**config.mk**
```make
export PLATFORM = sky130hd
export DESIGN_NAME = integer_register_read_stage
export DESIGN_NICKNAME = d
export VERILOG_FILES = /design/src/rtl/integer_register_read_stage_pkg.sv /design/src/rtl/int_rr_operand_bypass.sv /design/src/rtl/integer_register_read_stage.sv
export SDC_FILE = /design/constraint.sdc
export NUM_CORES = 1
export LEC_CHECK = 0
export CAP_MARGIN = 20
export CORE_AREA = 8 8 232 234
export CTS_CLUSTER_SIZE = 28
export DETAILED_ROUTE_END_ITERATION = 6
export DIE_AREA = 0 0 240 242
export PLACE_DENSITY = 0.59
export SKIP_LAST_GASP = 1
export SLEW_MARGIN = 10
export SYNTH_ARGS = -nofsm -noshare
export SYNTH_HDL_FRONTEND = slang
export SYNTH_SLANG_ARGS = --single-unit
```
**constraint.sdc**
```tcl
create_clock -name clk -period 1.9 [get_ports clk]
set_input_delay 0.285 -clock clk [delete_from_list [all_inputs] [get_ports clk]]
set_output_delay 0.285 -clock clk [all_outputs]
set_load 0.01 [all_outputs]
```
**src/rtl/integer_register_read_stage_pkg.sv**
```systemverilog
// Shared op bundle, widths and flush-range helper for the integer RR stage.
// Optional perf counters are built when RSD_INT_RR_PERF_COUNTER_EN is defined.
package integer_register_read_stage_pkg;

    localparam int RR_AL_PTR_W = 6;
    localparam int RR_PREG_W   = 7;
    localparam int RR_DATA_W   = 32;
    localparam int RR_OPID_W   = 8;
    localparam int RR_OPC_W    = 6;
    localparam int RR_IMM_W    = 16;

    typedef logic [RR_AL_PTR_W-1:0] al_ptr_t;
    typedef logic [RR_PREG_W-1:0]   preg_t;

    typedef struct packed {
        logic [RR_OPID_W-1:0] opId;
        al_ptr_t              alPtr;
        preg_t                srcA;
        preg_t                srcB;
        preg_t                dst;
        logic [RR_OPC_W-1:0]  opcode;
        logic [RR_IMM_W-1:0]  imm;
    } IntRROp;

    // Circular [head, tail); head == tail is empty unless flushAll.
    function automatic logic in_flush_range(
        input logic    rec,
        input logic    all,
        input al_ptr_t p,
        input al_ptr_t head,
        input al_ptr_t tail
    );
        logic hit;
        if (head <= tail) hit = (p >= head) && (p < tail);
        else              hit = (p >= head) || (p < tail);
        return rec && (all || hit);
    endfunction

endpackage

```
**src/rtl/int_rr_operand_bypass.sv**
```systemverilog
// Per-source operand mux: lowest-index matching writeback port wins,
// otherwise the register-file read data is used.
module int_rr_operand_bypass #(
    parameter int PREG_W   = 7,
    parameter int DATA_W   = 32,
    parameter int WB_PORTS = 2
) (
    input  logic [PREG_W-1:0]   src,
    input  logic [DATA_W-1:0]   rf_data,
    input  logic [WB_PORTS-1:0] wb_valid,
    input  logic [PREG_W-1:0]   wb_dst  [WB_PORTS],
    input  logic [DATA_W-1:0]   wb_data [WB_PORTS],
    output logic [DATA_W-1:0]   opnd
);

    // Scan from the highest port down so the lowest match is applied last.
    always_comb begin
        opnd = rf_data;
        for (int w = WB_PORTS - 1; w >= 0; w--) begin
            if (wb_valid[w] && (wb_dst[w] == src)) opnd = wb_data[w];
        end
    end

endmodule

```
**src/rtl/integer_register_read_stage.sv**
```systemverilog
// Integer register-read stage: op latch, RF address drive, bypass, flush.
// Define RSD_INT_RR_PERF_COUNTER_EN for perfFlushCount / perfStallCount.
module integer_register_read_stage
    import integer_register_read_stage_pkg::*;
#(
    parameter int LANES    = 2,
    parameter int AL_PTR_W = RR_AL_PTR_W,
    parameter int PREG_W   = RR_PREG_W,
    parameter int DATA_W   = RR_DATA_W,
    parameter int WB_PORTS = 2
) (
    input  logic                clk,
    input  logic                rstN,
    input  logic                stall,
    input  logic                clear,
    input  logic [LANES-1:0]    inValid,
    input  IntRROp              inOp     [LANES],
    input  logic                toRecoveryPhase,
    input  logic                flushAll,
    input  logic [AL_PTR_W-1:0] flushHead,
    input  logic [AL_PTR_W-1:0] flushTail,
    output logic [PREG_W-1:0]   rfAddr   [2*LANES],
    input  logic [DATA_W-1:0]   rfData   [2*LANES],
    input  logic [WB_PORTS-1:0] wbValid,
    input  logic [PREG_W-1:0]   wbDst    [WB_PORTS],
    input  logic [DATA_W-1:0]   wbData   [WB_PORTS],
    output logic [LANES-1:0]    outValid,
    output IntRROp              outOp    [LANES],
    output logic [DATA_W-1:0]   outA     [LANES],
    output logic [DATA_W-1:0]   outB     [LANES]
`ifdef RSD_INT_RR_PERF_COUNTER_EN
    ,
    output logic [31:0]         perfFlushCount,
    output logic [31:0]         perfStallCount
`endif
);

    logic [LANES-1:0]  valid_q;
    IntRROp            op_q   [LANES];
    logic [LANES-1:0]  fl_in;
    logic [LANES-1:0]  fl_held;
    logic [DATA_W-1:0] opnd   [2*LANES];

    for (genvar i = 0; i < LANES; i++) begin : g_lane
        assign fl_in[i] = in_flush_range(toRecoveryPhase, flushAll,
                                         inOp[i].alPtr,
                                         flushHead, flushTail);
        assign fl_held[i] = in_flush_range(toRecoveryPhase, flushAll,
                                           op_q[i].alPtr,
                                           flushHead, flushTail);
        assign outValid[i] = valid_q[i] && !clear && !fl_held[i];
        assign outOp[i]    = op_q[i];
        assign outA[i]     = opnd[2*i];
        assign outB[i]     = opnd[2*i+1];
    end

    always_ff @(posedge clk or negedge rstN) begin
        if (!rstN) begin
            valid_q <= '0;
            for (int i = 0; i < LANES; i++) op_q[i] <= '0;
        end else if (!stall) begin
            valid_q <= inValid & ~fl_in & {LANES{!clear}};
            for (int i = 0; i < LANES; i++) op_q[i] <= inOp[i];
        end else begin
            valid_q <= outValid;
        end
    end

    // Even index reads srcA, odd index srcB; invalid lanes still drive.
    for (genvar g = 0; g < 2*LANES; g++) begin : g_src
        if (g % 2 == 0) begin : g_a
            assign rfAddr[g] = op_q[g/2].srcA;
        end else begin : g_b
            assign rfAddr[g] = op_q[g/2].srcB;
        end

        int_rr_operand_bypass #(
            .PREG_W   (PREG_W),
            .DATA_W   (DATA_W),
            .WB_PORTS (WB_PORTS)
        ) u_byp (
            .src      (rfAddr[g]),
            .rf_data  (rfData[g]),
            .wb_valid (wbValid),
            .wb_dst   (wbDst),
            .wb_data  (wbData),
            .opnd     (opnd[g])
        );
    end

`ifdef RSD_INT_RR_PERF_COUNTER_EN
    logic [LANES-1:0] kill;
    logic [31:0]      kill_cnt;
    logic [32:0]      flush_sum;

    assign kill = valid_q & ~outValid;

    always_comb begin
        kill_cnt = '0;
        for (int i = 0; i < LANES; i++) begin
            kill_cnt = kill_cnt + 32'(kill[i]);
        end
    end

    assign flush_sum = {1'b0, perfFlushCount} + {1'b0, kill_cnt};

    always_ff @(posedge clk or negedge rstN) begin
        if (!rstN) begin
            perfFlushCount <= '0;
            perfStallCount <= '0;
        end else begin
            perfFlushCount <= flush_sum[32] ? '1 : flush_sum[31:0];
            if (stall && |valid_q && perfStallCount != '1) begin
                perfStallCount <= perfStallCount + 32'd1;
            end
        end
    end
`endif

endmodule

```
==> results.ini, run 1 <==
[placement]
io_buffers = 613
gp_congestion = 0.8867
dp_hpwl_um = 43910

[synthesis]
synth_top_family_by_area = multiplexers
netlist.area_leader.share_pct = 32.09
ys_seq_elements = 116
ys_types = 43
synth.avg_cell_area_sq_um = 9.622
synthArstFlopShare_pct = 100.0
ys_warn_count = 0
synthCells = 940
synth.area.top_cells = dfrtp_1 32%, mux2i_1 14%, mux2_2 14%, ha_1 6.9%, xnor2_1 4.8%
synth-xor-area-share_pct = 5.423
synth-compound-area-share_pct = 11.16
synthesis.area_sq_um = 9045
synth_mux_area_share_pct = 28.33
synth_fa_ha_area_share_pct = 7.166
ys.flop_type = dfrtp_1
synth_edf_count = 0
synth_top_cell_by_area = dfrtp_1
synthSimpleGateAreaFrac_pct = 9.241
yosysSeqAreaShare_pct = 32.09
synth_nets = 1332

[timing]
rsz0062_at_grt = yes
drv_slew = 0
period_needed_ns = 2.718
finalHoldViolCount = 0
tightest_slew_ns = 0.4362
finalWorstSetupSlack_ns = -0.8176
relSlewSlack_pct = 70.84
finClkSkew_ns = 0.005918
fin_crit_sh_pct = 143.0
fmax_mhz = 368.0
setup_viol = 137

[critical_path]
worstPathMaxFanout = 5
startpoint_type = flip-flop
critPathArrivalTime_ns = 2.43
cp.required_ns = 1.62
worstSetupPathType = reg -> out
end_kind = output port

[grt]
grt-ovfl-total = 0
grt_max_degree = 53
grt_first_pass_wirelength_um = 81370
first_global_vias = 11653
antenna_found_initial = 12
grt_use_total_pct = 18.86

[routing]
via_per_inst = 4.496
wl_per_cell_um = 24.68
drt_iter0_markers = 446
final_antenna_net_count = 0
drc = 0
firstDrtPassIters = 5
vias = 11095
finalWirelength_um = 60900

[power]
p_leak_nw = 8.077
power_mw = 9.971
peakVddDrop_mv = 0.9977
power_density_nw_per_um2 = 513.1

[floorplanning]
rows = 83
die_x_um = 240
start_util_pct = 17.92
die_area_sq_um = 58080
die_y_um = 242
core_sq_um = 50470
io_pins = 614

[clocking]
clock_path_buffers = 2
cts_num_sinks = 116
numCtsBuffers = 17
cts_htree_levels = 4
root_buffer = clkbuf_16
cts_tree = built
clk_latency_ns = 0.43
clkTransAtPathRegs_ns = 0.06

[job]
drv_cap = 0

[min_path]
hp-class = in -> async

[finish]
multi_input_area_sq_um = 6316
area_delta_synth_final_pct = 114.8
fin_nets = 2163
drive_gt1_share_pct = 39.93
seqCellArea_sq_um = 2924
utilization_pct = 38.50
fillers = 5013

[run_status]
status = finished with violations
violations = setup timing

## cells in the final DEF, fill, tap and decap left out, types with 14 or more instances in the layout
master,instances
clkbuf_2,14
clkbuf_16,26
dfrtp_1,99
clkdlybuf4s50_1,443
o21ai_1,58
nand2_1,87
dfrtp_2,17
buf_6,26
xnor2_1,37
nor2_1,25
buf_2,96
buf_4,214
nand2_2,16
nand4_1,15
o21ai_2,21
mux2i_1,113
buf_16,14
mux2_2,112
a21oi_1,32
o21ai_0,29
dlymetal6s2s_1,32
buf_12,30
ha_1,41
## worst paths after layout
kind,startpoint,to,slack [ns],depth (start not counted)
max in group asynchronous,rstN,outOp[54],1.02,3
min,rstN,outOp[59],0.32,2
max,outOp[29],outB[29],-0.82,10
min in group clk,stall,valid_q[1],0.40,3
max reg2reg,outOp[45],valid_q[1],-0.18,9
min reg2reg,outOp[74],outOp[74],0.50,1
## stage by stage
step / hold WS (ns) / cell area (sq um) / setup TNS (ns) / setup WS (ns) / std cells
floorplan: -0.01059 / 9069 / -0.08409 / -0.04741 / 940
finish: 0.3182 / 19430 / -86.57 / -0.8176 / 2468
global route: 0.3324 / 19430 / -101.82 / -0.8935 / 2468
detailed placement: 0.2395 / 16990 / -132.64 / -1.210 / 2311
global placement: 0.2414 / 16990 / -128.64 / -1.200 / 2311
CTS: 0.2924 / 18140 / -98.94 / -0.8229 / 2387
## final cells by class
class / count / area share [%]
clock inverter: 13 / 0.6697
multi-input combinational: 721 / 32.50
clock buffer: 18 / 2.209
sequential: 116 / 15.05
timing repair buffer: 898 / 44.78
tap: 680 / 4.379
antenna: 5 / 0.06439
inverter: 17 / 0.3477
## layer usage
metal	vias up	part of all wire [%]	GRT usage [%]
met2	647	49	33.12
met5	-	0.043	0
met4	4	4.0	6.495
met3	124	8.9	6.369
li1	4984	-	-
met1	5336	38	20.98
## kinds of logic (layout without fill, tap and decap cells)
group,count (synthesis),count (layout)
multiplexers,242,242
AND/OR/NAND/NOR,188,188
AO/OA/AOI/OAI,183,183
flip-flops,116,116
buffers and inverters,103,946
XOR/XNOR,56,56
adder cells (fa/ha/maj),52,52
other,0,5
## report_power, final
group / internal (mW) / switching [mW] / leakage, nW
Sequential: 2.73 / 0.228 / 1.34
Combinational: 2.32 / 1.64 / 6.47
Clock: 1.80 / 1.26 / 0.259
Total: 6.85 / 3.12 / 8.08
## critical path, cell delays in order, from the launching register on
cell and delay (ns):
dfrtp_1 0.40, buf_4 0.14, xnor2_1 0.15, nand4_1 0.17
nor2_4 0.23, buf_12 0.14, clkbuf_16 0.16, buf_4 0.14
mux2i_4 0.24, a21oi_4 0.07, buf_2 0.14
## cells in the mapped netlist, types with 9 or more instances
cell type	count
xnor2_1	50
nand4_1	15
buf_6	9
buf_2	18
clkbuf_1	26
nand2_1	110
buf_4	31
mux2_2	112
ha_1	50
nor2_1	39
mux2i_1	130
a21oi_1	46
inv_1	17
o21ai_0	61
dfrtp_1	116
o21ai_1	50
## registers in the layout, summed over array words and instances (netlist names)
register and count:
outOp 114, valid_q 2
## repair_timing
action	in CTS	in global routing
resized for setup	406	403
hold buffers	1	0
endpoints found under the setup margin	159	166
pin swaps	24	56
setup buffers	29	75
gates cloned	15	9
endpoints found under the hold margin	23	0
No activity file was read; power rests on OpenSTA's default activity.
==> inputs of run 2 (changes only) <==
Settings changed: ABC_CLOCK_PERIOD_IN_PS set to 2350.
Clock period 1.9 ns to 2.35 ns, I/O delays scaled along.
==> results.ini, run 2 (synthesis results as in run 1) <==
[run_status]
status = finished with violations
violations = setup timing

[timing]
rsz0062_at_grt = yes
drv_slew = 0  ; unchanged
finClkSkew_ns = 0.01910  ; +0.01318 ns
fin_setup_tns_ns = -33.48  ; +53.10 ns
finalHoldViolCount = 0  ; unchanged
fin_crit_sh_pct = 116.1
period_needed_ns = 2.729
tightest_slew_ns = 0.6584  ; +0.2222 ns
finalWorstSetupSlack_ns = -0.3789  ; +0.4387 ns
fmax_mhz = 366.4
setup_viol = 130  ; -5.1%
relSlewSlack_pct = 56.10  ; -15 points

[routing]
via_per_inst = 4.520  ; +0.55%
firstDrtPassIters = 5  ; unchanged
final_antenna_net_count = 0  ; unchanged
wl_met2_um = 31410  ; +5.7%
met1_length_um = 23690  ; +1.6%
finalWirelength_um = 63530  ; +4.3%
drt_iter0_markers = 401  ; -10%
dr.max_layer_used = met5
wl_per_cell_um = 25.98  ; +5.3%
wl_met3_um = 5630  ; +3.7%
vias = 11052  ; -0.39%
drc = 0  ; unchanged

[floorplanning]
io_pins = 614  ; unchanged
die_y_um = 242  ; unchanged
die_area_sq_um = 58080  ; unchanged
die_x_um = 240  ; unchanged
start_util_pct = 17.92  ; unchanged
core_sq_um = 50470  ; unchanged
rows = 83  ; unchanged

[clocking]
clk_latency_ns = 0.43  ; about the same
numCtsBuffers = 17  ; unchanged
cts_tree = built
clock_path_buffers = 2  ; unchanged
root_buffer = clkbuf_16
cts_htree_levels = 4  ; unchanged
clkTransAtPathRegs_ns = 0.06  ; about the same
cts_num_sinks = 116  ; unchanged

[job]
drv_cap = 0  ; unchanged

[finish]
area_delta_synth_final_pct = 119.9
final_common_cell = clkdlybuf4s50_1
fin_nets = 2132  ; -1.4%
drive_gt1_share_pct = 40.53  ; +0.59 points
largest_register_ffs = 114  ; unchanged
final_cell_mix = 460 x clkdlybuf4s50_1, 135 x buf_4, 112 x mux2_2

[placement]
io_buffers = 613  ; unchanged
post-place-ws_ns = -1.087  ; +0.1224 ns
dp_hpwl_um = 46060  ; +4.9%
gp_congestion = 0.9403  ; +6.0%

[critical_path]
worstSetupPathType = reg -> out
critPathArrivalTime_ns = 2.38  ; -0.05 ns
slowest_delay_ns = 0.45  ; +0.05 ns
endpoint = outB[1]
crit_chain = xor2_1, nor4_2, nand4_4, buf_12, buf_16, buf_4, a21oi_4, buf_6
reg2reg_depth = 8  ; -1
reg2reg_setup_slack_ns = 0.34  ; +0.52 ns
cp.required_ns = 2.00  ; +0.38 ns
cpMaxStageDelayCell = dfrtp_2
r2r_start = outOp[104]
worstPathMaxFanout = 7  ; +2
end_kind = output port
startpoint_type = flip-flop
reg2reg_to = valid_q[0]
crit_start = outOp[31]

[power]
power_mw = 8.382  ; -16%
peakVddDrop_mv = 0.5667  ; -43%
internal_power_mw = 5.820  ; -15%
p_leak_nw = 7.812  ; -3.3%
power_density_nw_per_um2 = 421.4  ; -18%
p_sw_share_pct = 30.57  ; -0.76 points
pwr-share-clk_pct = 33.7  ; +3.0 points
power_frac_seq_pct = 28.5  ; -1.1 points
p_sw_mw = 2.562  ; -18%
combPwrFrac_pct = 37.8  ; -1.9 points

[grt]
grt-ovfl-total = 0  ; unchanged
antenna_found_initial = 16  ; +4
grt_first_pass_wirelength_um = 85880  ; +5.5%
first_global_vias = 11911  ; +2.2%
grt_max_degree = 43  ; -19%
grt_use_total_pct = 20.20  ; +1.3 points

[min_path]
hp-class = in -> async

run 2: cell count changes in the layout (fill, tap and decap cells not counted), sizes merged, moves of 8 or more:
cell,delta
diode,+8
clkbuf,-12
clkdlybuf4s50,+17
buf,-15
dlygate4sd2,+10
dlymetal6s2s,-31
run 2: critical path: cells and delay by family (launching register included):
kind,cells,cell delay [ns]
simple gates,2,0.49
xor+xnor,1,0.16
compound gates,1,0.18
buf+inv,4,0.62
flops,1,0.45
run 2: what timing repair did:
item | in CTS | in global routing
gates resized for setup | 767 | 185
cloned | 23 | 10
hold buffers | 1 | 0
hold endpoints to repair | 37 | 0
pin swaps | 65 | 46
setup buffers | 51 | 32
setup endpoints to repair | 130 | 130
run 2: cell type report:
type / count / area (sq um)
Antenna cell: 13 / 32.53
Clock buffer: 17 / 425.4
Clock inverter: 14 / 201.4
Fill cell: 4949 / 30580
Inverter: 17 / 63.81
Multi-Input combinational cell: 721 / 6550
Sequential cell: 116 / 2924
Tap cell: 680 / 850.8
Timing Repair Buffer: 867 / 8841
run 2: power by group through the flow:
stage	sequential [mW]	clock [mW]	combinational, mW
after CTS	2.40	2.91	3.11
after global placement	2.41	0	2.96
after floorplan	2.47	0	0.918
after global routing	2.42	2.98	3.38
after detailed placement	2.42	0	2.99
final	2.39	2.82	3.17
run 2: routing by layer:
metal / vias up / track usage [%]
li1: 4931 / -
met1: 5354 / 21.87
met2: 629 / 35.34
met3: 136 / 6.381
met4: 2 / 9.440
met5: - / 0
run 2: how the worst min path moves through the flow:
stage,from,to,slack [ns],cells after the start
floorplan,rstN,outOp[0],0.06,0
global placement,rstN,outOp[76],0.41,1
detailed placement,rstN,outOp[55],0.42,1
CTS,stall,outOp[43],0.46,3
global route,inOp[82],outOp[82],0.52,2
finish,rstN,outOp[58],0.48,2
run 2: metrics by stage:
step	cell area, sq um	hold slack (ns)	util [%]	std cells
floorplan	9045	0.05691	-	940
global placement	16990	0.4122	33.66	2298
detailed placement	16990	0.4163	33.66	2298
CTS	19070	0.4570	37.78	2400
global route	19880	0.5200	39.40	2443
finish	19890	0.4760	39.41	2445
==> inputs of run 3 (changes only) <==
Settings changed: ABC_CLOCK_PERIOD_IN_PS 2350 to not set, CORE_AREA 8 8 232 234 to 4 4 235 237, DIE_AREA 0 0 240 242 to 0 0 239 241, PLACE_DENSITY 0.59 to 0.57, REMOVE_ABC_BUFFERS set to 1.
==> results.ini, run 3 (synthesis results as in run 1) <==
[timing]
fmax_mhz = 356.1  ; -2.8%
fin_crit_sh_pct = 119.5  ; +3.4 points
finalHoldViolCount = 0  ; unchanged
finalWorstSetupSlack_ns = -0.4583  ; -0.07940 ns
period_needed_ns = 2.808  ; +0.07940 ns
drv_slew = 0  ; unchanged
setup_viol = 130  ; unchanged
tightest_slew_ns = 0.4182  ; -0.2402 ns
rsz0062_at_grt = yes
finClkSkew_ns = 0.007185  ; -0.01191 ns
relSlewSlack_pct = 71.40  ; +15 points

[critical_path]
cpLargestDelayFamily = buffers and inverters
cpMaxStageDelayCell = dfrtp_1
critPathBufInv = 3  ; -1
worstSetupPathType = reg -> out
crit_chain = xnor2_1, nand4_1, nor2_4, buf_12, buf_6, mux2i_2, a21oi_1, dlygate4sd2_1
worstPathMaxFanout = 12  ; +5
end_kind = output port
critPathArrivalTime_ns = 2.46  ; +0.08 ns
slowest_delay_ns = 0.41  ; -0.04 ns
cp.required_ns = 2.00  ; about the same
startpoint_type = flip-flop

[routing]
final_antenna_net_count = 0  ; unchanged
finalWirelength_um = 56290  ; -11%
wl_per_cell_um = 22.86  ; -12%
via_per_inst = 4.395  ; -2.8%
vias = 10820  ; -2.1%
firstDrtPassIters = 4  ; -1
drt_iter0_markers = 474  ; +18%
drc = 0  ; unchanged

[finish]
seqCellArea_sq_um = 2913  ; -0.39%
fillers = 5351  ; +8.1%
fin_nets = 2129  ; -0.14%
final_common_cell = clkdlybuf4s50_1
final_cell_mix = 460 x clkdlybuf4s50_1, 158 x buf_4, 112 x mux2_2
design_area_sq_um = 19190  ; -3.5%
area_delta_synth_final_pct = 112.1
largest_register_ffs = 114  ; unchanged
utilization_pct = 36.01  ; -3.4 points
multi_input_area_sq_um = 6231  ; -4.9%
drive_gt1_share_pct = 36.63  ; -3.9 points

[floorplanning]
io_pins = 614  ; unchanged
start_util_pct = 16.98  ; -0.95 points
core_sq_um = 53280  ; +5.6%
die_y_um = 241  ; -0.41%
die_area_sq_um = 57600  ; -0.83%
die_x_um = 239  ; -0.42%
rows = 85  ; +2.4%

[placement]
place_area_sq_um = 16960  ; -0.21%
dp_hpwl_um = 41830  ; -9.2%
post-place-ws_ns = -0.9149  ; +0.1724 ns
gp_congestion = 0.9114  ; -3.1%
io_buffers = 613  ; unchanged

[power]
power_frac_seq_pct = 28.8  ; +0.3 points
internal_power_mw = 5.606  ; -3.7%
p_leak_nw = 7.698  ; -1.5%
peakVddDrop_mv = 0.5456  ; -3.7%
p_sw_share_pct = 31.54  ; +0.97 points
power_density_nw_per_um2 = 426.8  ; +1.3%
pwr-share-clk_pct = 33.3  ; -0.4 points
p_sw_mw = 2.583  ; +0.81%
combPwrFrac_pct = 37.9  ; about the same

[clocking]
clk_latency_ns = 0.47  ; +0.04 ns
cts_htree_levels = 4  ; unchanged
cts_tree = built
numCtsBuffers = 17  ; unchanged
clock_path_buffers = 2  ; unchanged
root_buffer = clkbuf_16
clkTransAtPathRegs_ns = 0.06  ; about the same
cts_num_sinks = 116  ; unchanged

[run_status]
status = finished with violations
violations = setup timing

[grt]
grt-ovfl-total = 0  ; unchanged
grt_max_degree = 60  ; +40%
grt_use_total_pct = 17.98  ; -2.2 points
antenna_found_initial = 19  ; +3
grt_first_pass_wirelength_um = 75910  ; -12%
first_global_vias = 11154  ; -6.4%

[job]
drv_cap = 0  ; unchanged

[min_path]
hp-class = in -> reg

## run 3: worst paths after layout
kind	cells past startpoint	slack [ns]	from	end
max	8	-0.46	outOp[30]	outB[6]
min	3	0.31	stall	outOp[43]
max reg2reg	8	0.39	outOp[45]	valid_q[1]
min reg2reg	1	0.50	outOp[55]	outOp[55]
max in group asynchronous	3	1.35	rstN	outOp[85]
min in group asynchronous	2	0.35	rstN	outOp[103]
## run 3: worst register-to-register path, cell delays in order, from the launching register on
cell	delay, ns
dfrtp_1	0.42
ha_4	0.24
a21o_1	0.18
a31oi_4	0.16
o221ai_2	0.13
maj3_2	0.34
buf_4	0.15
o211ai_2	0.13
o211a_1	0.16
## run 3: metal layers
metal | global-route usage [%] | vias to the layer above | wire length [um]
met4 | 9.689 | 2 | 3054
met3 | 5.222 | 119 | 4388
met5 | 0 | - | 8
li1 | - | 4915 | -
met1 | 20.40 | 5202 | 21040
met2 | 30.64 | 582 | 27800
## run 3: power by group through the flow
| stage | Sequential (mW) | Clock, mW | Combinational (mW) |
|---|---|---|---|
| 6_report | 2.36 | 2.73 | 3.10 |
| 5_1_grt | 2.39 | 2.91 | 3.30 |
| 4_1_cts | 2.36 | 2.84 | 3.00 |
| 3_5_place_dp | 2.39 | 0 | 2.96 |
| 3_3_place_gp | 2.38 | 0 | 2.94 |
| 2_1_floorplan | 2.50 | 0 | 0.772 |
## run 3: final cells by class
cell class,instances,area share [%]
diodes,16,0.2087
clock buffers,17,2.217
clock inverters,15,0.8934
inverters,17,0.3326
multi-input cells,721,32.48
flip-flops and latches,116,15.18
well taps,696,4.539
repair buffers,864,44.15
## run 3: what timing repair did
item                                    CTS  global route
hold buffers                              1             0
endpoints found under the setup margin  130           130
hold endpoints to repair                 25             0
pin swaps                                39            44
gates resized for setup                 494           232
cloned                                   13             5
buffers inserted                         45            41
## run 3: stage by stage
step	total power [mW]	std cells	TNS, ns	hold slack, ns
CTS	8.200	2410	-50.48	0.2580
floorplan	3.272	854	-60.57	0.05691
detailed placement	5.342	2320	-82.52	0.3138
global placement	5.322	2320	-79.63	0.3161
global route	8.596	2462	-52.70	0.3146
finish	8.189	2462	-37.14	0.3084
